--- src/rtl/dpi_seq_pkg.sv ---
// Shared types and constants for the DPI stream sequencer and its config table.
package dpi_seq_pkg;

  localparam int SID_W   = 6;
  localparam int NUM_SID = 64;
  localparam int CNT_W   = 8;

  typedef enum logic [2:0] {
    S_IDLE,
    S_LOAD,
    S_GAP,
    S_STREAM,
    S_DRAIN,
    S_COMMIT
  } seq_state_e;

endpackage

--- src/rtl/dpi_seq_cfg_table.sv ---
// Per-stream enable-mask table and seen bitmap; async read, writes visible next cycle.
// Clearing the whole seen bitmap overrides a same-cycle seen-set.
module dpi_seq_cfg_table
  import dpi_seq_pkg::*;
#(
  parameter int NUM_REGEX = 8
) (
  input  logic                 clk,
  input  logic                 rst,
  input  logic                 wr_en,
  input  logic [SID_W-1:0]     wr_sid,
  input  logic [NUM_REGEX-1:0] wr_mask,
  input  logic [SID_W-1:0]     rd_sid,
  output logic [NUM_REGEX-1:0] rd_mask,
  output logic                 rd_seen,
  input  logic                 seen_set,
  input  logic [SID_W-1:0]     seen_sid,
  input  logic                 seen_clr
);

  logic [NUM_REGEX-1:0] mask_q [NUM_SID];
  logic [NUM_REGEX-1:0] mask_d [NUM_SID];
  logic [NUM_SID-1:0]   seen_q;
  logic [NUM_SID-1:0]   seen_d;

  always_comb begin
    mask_d = mask_q;
    seen_d = seen_q;
    if (wr_en)    mask_d[wr_sid] = wr_mask;
    if (seen_set) seen_d[seen_sid] = 1'b1;
    if (seen_clr) seen_d = '0;
  end

  always_ff @(posedge clk) begin
    if (rst) begin
      for (int i = 0; i < NUM_SID; i++) mask_q[i] <= '0;
      seen_q <= '0;
    end else begin
      mask_q <= mask_d;
      seen_q <= seen_d;
    end
  end

  assign rd_mask = mask_q[rd_sid];
  assign rd_seen = seen_q[rd_sid];

endmodule

--- src/rtl/dpi_stream_sequencer.sv ---
// Finger front-end: restore, stream (1-cycle char latency), drain, commit; pkt_rdy low outside STREAM except stray-beat discard.
// Optional DPI_SEQ_STATS_EN adds saturating packet and drop counters.
module dpi_stream_sequencer
  import dpi_seq_pkg::*;
#(
  parameter int NUM_REGEX = 8,
  parameter int LOAD_GAP  = 2,
  parameter int DRAIN_CYC = 2
) (
  input  logic                 clk,
  input  logic                 rst,
  input  logic [7:0]           pkt_data,
  input  logic                 pkt_vld,
  input  logic                 pkt_sop,
  input  logic                 pkt_eop,
  input  logic [SID_W-1:0]     pkt_sid,
  output logic                 pkt_rdy,
  input  logic                 cfg_we,
  input  logic [SID_W-1:0]     cfg_sid,
  input  logic [NUM_REGEX-1:0] cfg_mask,
  input  logic                 cfg_clr_seen,
  output logic [SID_W-1:0]     stream_id,
  output logic                 new_stream_id,
  output logic                 load_state,
  output logic [7:0]           char_in,
  output logic                 char_in_vld,
  output logic                 eop,
  output logic [NUM_REGEX-1:0] enable,
`ifdef DPI_SEQ_STATS_EN
  output logic [31:0]          stat_pkts,
  output logic [15:0]          stat_drops,
`endif
  output logic                 busy
);

  seq_state_e           state_q, state_d;
  logic [CNT_W-1:0]     cnt_q, cnt_d;
  logic [SID_W-1:0]     sid_q, sid_d;
  logic [NUM_REGEX-1:0] mask_q, mask_d;
  logic                 seen_lat_q, seen_lat_d;
  logic                 load_state_q, load_state_d;
  logic                 new_sid_q, new_sid_d;
  logic [7:0]           char_in_q, char_in_d;
  logic                 char_vld_q, char_vld_d;
  logic                 eop_q, eop_d;
  logic [NUM_REGEX-1:0] enable_q, enable_d;
  logic                 busy_q, busy_d;

  logic [NUM_REGEX-1:0] tbl_mask;
  logic                 tbl_seen;
  logic                 seen_set;
  logic                 drop_beat;

  assign seen_set  = (state_q == S_COMMIT) && (|mask_q);
  assign drop_beat = (state_q == S_IDLE) && pkt_vld && !pkt_sop;

  dpi_seq_cfg_table #(.NUM_REGEX(NUM_REGEX)) u_cfg_table (
    .clk      (clk),
    .rst      (rst),
    .wr_en    (cfg_we),
    .wr_sid   (cfg_sid),
    .wr_mask  (cfg_mask),
    .rd_sid   (pkt_sid),
    .rd_mask  (tbl_mask),
    .rd_seen  (tbl_seen),
    .seen_set (seen_set),
    .seen_sid (sid_q),
    .seen_clr (cfg_clr_seen)
  );

  always_comb begin
    state_d    = state_q;
    cnt_d      = cnt_q;
    sid_d      = sid_q;
    mask_d     = mask_q;
    seen_lat_d = seen_lat_q;
    case (state_q)
      S_IDLE: if (pkt_vld && pkt_sop) begin
        state_d    = S_LOAD;
        sid_d      = pkt_sid;
        mask_d     = tbl_mask;
        seen_lat_d = tbl_seen;
      end
      S_LOAD: begin
        state_d = S_GAP;
        cnt_d   = CNT_W'(LOAD_GAP - 1);
      end
      S_GAP: if (cnt_q == '0) state_d = S_STREAM;
             else             cnt_d   = cnt_q - 1'b1;
      // Framing belongs upstream: only eop ends the packet, a sop here is plain data.
      S_STREAM: if (pkt_vld && pkt_eop) begin
        state_d = S_DRAIN;
        cnt_d   = CNT_W'(DRAIN_CYC - 1);
      end
      S_DRAIN: if (cnt_q == '0) state_d = S_COMMIT;
               else             cnt_d   = cnt_q - 1'b1;
      S_COMMIT: state_d = S_IDLE;
      default:  state_d = S_IDLE;
    endcase

    load_state_d = (state_d == S_LOAD);
    new_sid_d    = (state_d == S_LOAD) && !seen_lat_d;
    char_vld_d   = (state_q == S_STREAM) && pkt_vld;
    char_in_d    = char_vld_d ? pkt_data : char_in_q;
    eop_d        = (state_d == S_COMMIT);
    enable_d     = eop_d ? mask_d : '0;
    busy_d       = (state_d != S_IDLE);
  end

  always_ff @(posedge clk) begin
    if (rst) begin
      state_q      <= S_IDLE;
      cnt_q        <= '0;
      sid_q        <= '0;
      mask_q       <= '0;
      seen_lat_q   <= 1'b0;
      load_state_q <= 1'b0;
      new_sid_q    <= 1'b0;
      char_in_q    <= '0;
      char_vld_q   <= 1'b0;
      eop_q        <= 1'b0;
      enable_q     <= '0;
      busy_q       <= 1'b0;
    end else begin
      state_q      <= state_d;
      cnt_q        <= cnt_d;
      sid_q        <= sid_d;
      mask_q       <= mask_d;
      seen_lat_q   <= seen_lat_d;
      load_state_q <= load_state_d;
      new_sid_q    <= new_sid_d;
      char_in_q    <= char_in_d;
      char_vld_q   <= char_vld_d;
      eop_q        <= eop_d;
      enable_q     <= enable_d;
      busy_q       <= busy_d;
    end
  end

  assign pkt_rdy       = !rst && (drop_beat || (state_q == S_STREAM));
  assign stream_id     = sid_q;
  assign new_stream_id = new_sid_q;
  assign load_state    = load_state_q;
  assign char_in       = char_in_q;
  assign char_in_vld   = char_vld_q;
  assign eop           = eop_q;
  assign enable        = enable_q;
  assign busy          = busy_q;

`ifdef DPI_SEQ_STATS_EN
  logic [31:0] stat_pkts_q, stat_pkts_d;
  logic [15:0] stat_drops_q, stat_drops_d;

  always_comb begin
    stat_pkts_d  = stat_pkts_q;
    stat_drops_d = stat_drops_q;
    if (state_q == S_COMMIT && stat_pkts_q != '1) stat_pkts_d  = stat_pkts_q + 1'b1;
    if (drop_beat && stat_drops_q != '1)          stat_drops_d = stat_drops_q + 1'b1;
  end

  always_ff @(posedge clk) begin
    if (rst) begin
      stat_pkts_q  <= '0;
      stat_drops_q <= '0;
    end else begin
      stat_pkts_q  <= stat_pkts_d;
      stat_drops_q <= stat_drops_d;
    end
  end

  assign stat_pkts  = stat_pkts_q;
  assign stat_drops = stat_drops_q;
`endif

endmodule

--- config.mk ---
export PLATFORM = sky130hd
export DESIGN_NAME = dpi_stream_sequencer
export DESIGN_NICKNAME = d
export VERILOG_FILES = /design/src/rtl/dpi_seq_pkg.sv /design/src/rtl/dpi_seq_cfg_table.sv /design/src/rtl/dpi_stream_sequencer.sv
export SDC_FILE = /design/constraint.sdc
export NUM_CORES = 2
export LEC_CHECK = 0
export CORE_UTILIZATION = 46
export CTS_CLUSTER_DIAMETER = 100
export CTS_CLUSTER_SIZE = 12
export DETAILED_ROUTE_END_ITERATION = 12
export GPL_TIMING_DRIVEN = 0
export PLACE_DENSITY_LB_ADDON = 0.15
export SETUP_SLACK_MARGIN = 0.3
export SYNTH_ARGS = -nofsm -noshare
export SYNTH_HDL_FRONTEND = slang
export SYNTH_SLANG_ARGS = --single-unit
--- constraint.sdc ---
create_clock -name clk -period 2.1 [get_ports clk]
set_input_delay 0.21 -clock clk [delete_from_list [all_inputs] [get_ports clk]]
set_output_delay 0.21 -clock clk [all_outputs]
set_load 0.01 [all_outputs]
==> impl_metrics.yaml <==
timing:
  setup_viol: 1
  final_max_slew_viol_count: 0
  fin_ws_ns: -0.0185
  min_period_ns: 2.12
  maxSlewHeadroom_pct: 17.4
  timing_hold_violations_final: 0
  period_share_pct: 101
  fin_skew_ns: 0.0202
  fmax_mhz: 472
  rsz0062_at_grt: "true"
  tightest_slew_ns: 1.24
route:
  wl_per_cell_um: 29.9
  routed-wl-met3_mm: 11.0
  dr.pass1.iters: 5
  wl_met2_mm: 49.9
  routed_wl_mm: 114
  vias: 24200
  vias_per_cell: 6.31
  wl_met1_mm: 44.9
  drt_iter0_drc: 2770
  drc: 0
  ant_nets: 0
  top_layer: "met5"
global_route:
  grt_max_degree: 15
  gr-total-overflow: 0
  grt_pass1_vias: 23100
  grt_usage_pct: 37.6
  grt_pass1_wl_mm: 163
  antenna_found_initial: 3
cells_and_area:
  drive_above_1_share_pct: 20.5
  areaGrowthSynthToFinish_pct: 22.2
  final_nets: 3097
  layout_common_cells: "dfxtp_1 (609), nor2_1 (444), mux2i_1 (427)"
  post-route-util_pct: 57.3
  mostFrequentLayoutCell: "dfxtp_1"
power:
  switching_power_mw: 6.61
  power_density_nw_per_um2: 734
  power_frac_clock_pct: 39.0
  peakVddDrop_uv: 751
  seqPwrFrac_pct: 49.1
  pwr-share-comb_pct: 11.9
  leakage_nw: 11.9
  total_power_mw: 24.4
  p_sw_share_pct: 27.1
  intPower_mw: 17.8
cts:
  cts_tree: "yes"
  ctsRootBufferMaster: "clkbuf_16"
  clockBufferDepth: 3
  cts_sinks: 622
  holdBufCountCts: 0
  worstSkewPairLatency_ns: 0.64
  h-tree-depth: 2
  numCtsBuffers: 57
  clk_pin_slew_ns: 0.07
synth:
  synthFlopType: "dfxtp_1"
  ys_types: 69
  synth_sequential_area_ratio_pct: 45.7
  syn_nets: 2893
  syn-instance-count: 2857
  ys_async_sr_fraction_pct: 0
  syn_avg_cell_area_um2: 9.53
  yosysWarnings: 0
  synth_seq_cells: 622
  synth_edf_count: 0
  synth.cell_area_um2: 27200
placed_design:
  dp_hpwl_mm: 79.9
  port_buffers: 49
  gp_congestion: 1.02
min_path:
  holdPathEnd: "u_cfg_table.mask_q[247]"
  hold_path_depth: 3
  hold_path.class: "in2reg"
  hold_start: "cfg_mask[7]"
worst_setup_path:
  worst_ep_required_time_ns: 2.60
  regToRegEndpoint: "mask_q[1]"
  arrival_ns: 2.61
  crit_path_max_fanout: 10
  startpoint_type: "input port"
  reg2reg_from: "u_cfg_table.mask_q[489]"
  endpoint_kind: "flip-flop"
  reg2reg_slack_ns: 0.01
  r2r_cells: 7
  worst-setup-path-type: "in2reg"
floorplan:
  pin_count: 63
  die_y_um: 245
  coreArea_um2: 58000
  dieArea_um2: 60200
  start_util_pct: 46.9
  num_rows: 88
  die_x_um: 245
run_status:
  status: "complete, but fails checks"
  violations: "setup timing"
flow_run:
  max-cap-violations: 0
## layout make-up
class | count | area [µm²]
Tap cell | 765 | 957
Timing Repair Buffer | 145 | 1730
Clock buffer | 60 | 1490
Sequential cell | 622 | 12500
Inverter | 13 | 57.6
Buffer | 237 | 1580
Multi-Input combinational cell | 1985 | 15000
Clock inverter | 1 | 8.76
Antenna cell | 2 | 5.00
Fill cell | 5032 | 24800
## state kept, by name (all words and copies together), names as in the netlist, 3 cells and up
| signal | count |
|---|---|
| u_cfg_table.mask_q | 512 |
| enable | 8 |
| stream_id | 6 |
| state_q | 3 |
| u_cfg_table.seen_q | 64 |
| mask_q | 8 |
| cnt_q | 8 |
| char_in | 8 |
## cells by family (layout without fill, tap and decap cells)
logic type / count (synthesis) / after routing / synth area share (%)
DFF: 622 / 622 / 45.7
adders and majority gates: 1 / 1 / 0.0460
xor gates and xnor gates: 7 / 7 / 0.225
muxes: 549 / 549 / 25.1
buffers and inverters: 250 / 456 / 4.15
other: 0 / 2 / 0
and+or+nand+nor: 1078 / 1078 / 17.2
AOI/OAI and AO/OA: 350 / 350 / 7.52
## worst max path at each step
stage | start | end | slack [ns] | cells after the start
2_1_floorplan | pkt_sid[0] | mask_q[2] | 0.28 | 7
3_3_place_gp | pkt_sid[3] | mask_q[0] | -1.64 | 9
3_5_place_dp | pkt_sid[1] | enable[5] | -1.62 | 9
4_1_cts | u_cfg_table.mask_q[493] | mask_q[5] | 0.05 | 7
5_1_grt | u_cfg_table.mask_q[489] | mask_q[1] | -0.02 | 7
6_report | pkt_sid[1] | mask_q[1] | -0.02 | 10
## timing repair
action                     in CTS  in global routing
setup endpoints to repair     599                458
pin swaps                      57                 76
gates resized for setup       333                167
buffers inserted               72                 23
## critical path, cell delays in order
cell and delay (ns):
dlygate4sd2_1 0.35, buf_12 0.21, buf_6 0.22, mux2i_1 0.25, a22oi_1 0.20, a211oi_2 0.47, nor3_2 0.11, a222oi_1 0.32
buf_4 0.20, nor2_1 0.04
## cell usage after synthesis (3+ instances only)
cell | instances | area share (%)
a22o_1 | 3 | 0.097
clkbuf_1 | 137 | 1.9
mux2_2 | 4 | 0.17
xor2_1 | 6 | 0.19
a31oi_1 | 16 | 0.37
and3_1 | 11 | 0.25
nand4_1 | 6 | 0.14
buf_1 | 49 | 0.68
nor3b_1 | 3 | 0.083
a211oi_1 | 16 | 0.44
a2111oi_2 | 3 | 0.17
nor4_1 | 7 | 0.16
dfxtp_1 | 622 | 46
a21oi_1 | 243 | 4.5
or2_2 | 5 | 0.11
nor2_1 | 465 | 6.4
o22ai_1 | 5 | 0.11
buf_4 | 11 | 0.30
buf_6 | 12 | 0.50
nor2_2 | 30 | 0.69
mux4_2 | 106 | 8.8
inv_1 | 12 | 0.17
or3b_2 | 4 | 0.13
nor3_1 | 12 | 0.22
a221oi_1 | 3 | 0.097
o221ai_1 | 3 | 0.097
a22oi_1 | 31 | 0.85
buf_2 | 26 | 0.48
o21a_1 | 4 | 0.11
and3b_1 | 4 | 0.13
nor3_2 | 3 | 0.11
nand3b_1 | 5 | 0.14
mux2i_1 | 439 | 16
nand3_1 | 198 | 3.6
o21ai_0 | 4 | 0.074
nand2_1 | 283 | 3.9
nand2b_1 | 10 | 0.23
nor2b_1 | 16 | 0.37
## metrics by stage
stage               worst slack, ns  cells  area, µm²  hold slack [ns]  TNS (ns)
floorplan                     0.277   2857      27300            0.346         0
CTS                          0.0495   3805      32400           0.0360         0
detailed placement            -1.62   3672      28700            0.445   -405.09
finish                      -0.0185   3830      33300           0.0649   -0.0185
global route                -0.0213   3828      33300           0.0733   -0.0213
global placement              -1.64   3671      28700            0.438   -431.33
## power groups by stage
stage	Clock, mW	Combinational (mW)	Sequential, mW
global route	9.96	2.98	12.0
global placement	0	2.23	12.2
finish	9.52	2.91	12.0
floorplan	0	1.28	12.2
detailed placement	0	2.25	12.2
CTS	9.51	2.62	12.0
## per-layer routing
| metal | global-route usage (%) | vias up |
|---|---|---|
| met5 | 0 | - |
| met4 | 24.4 | 2 |
| met3 | 8.13 | 376 |
| met2 | 57.3 | 1393 |
| met1 | 48.1 | 12000 |
| li1 | - | 10400 |
Power figures use the tool's default switching activity.
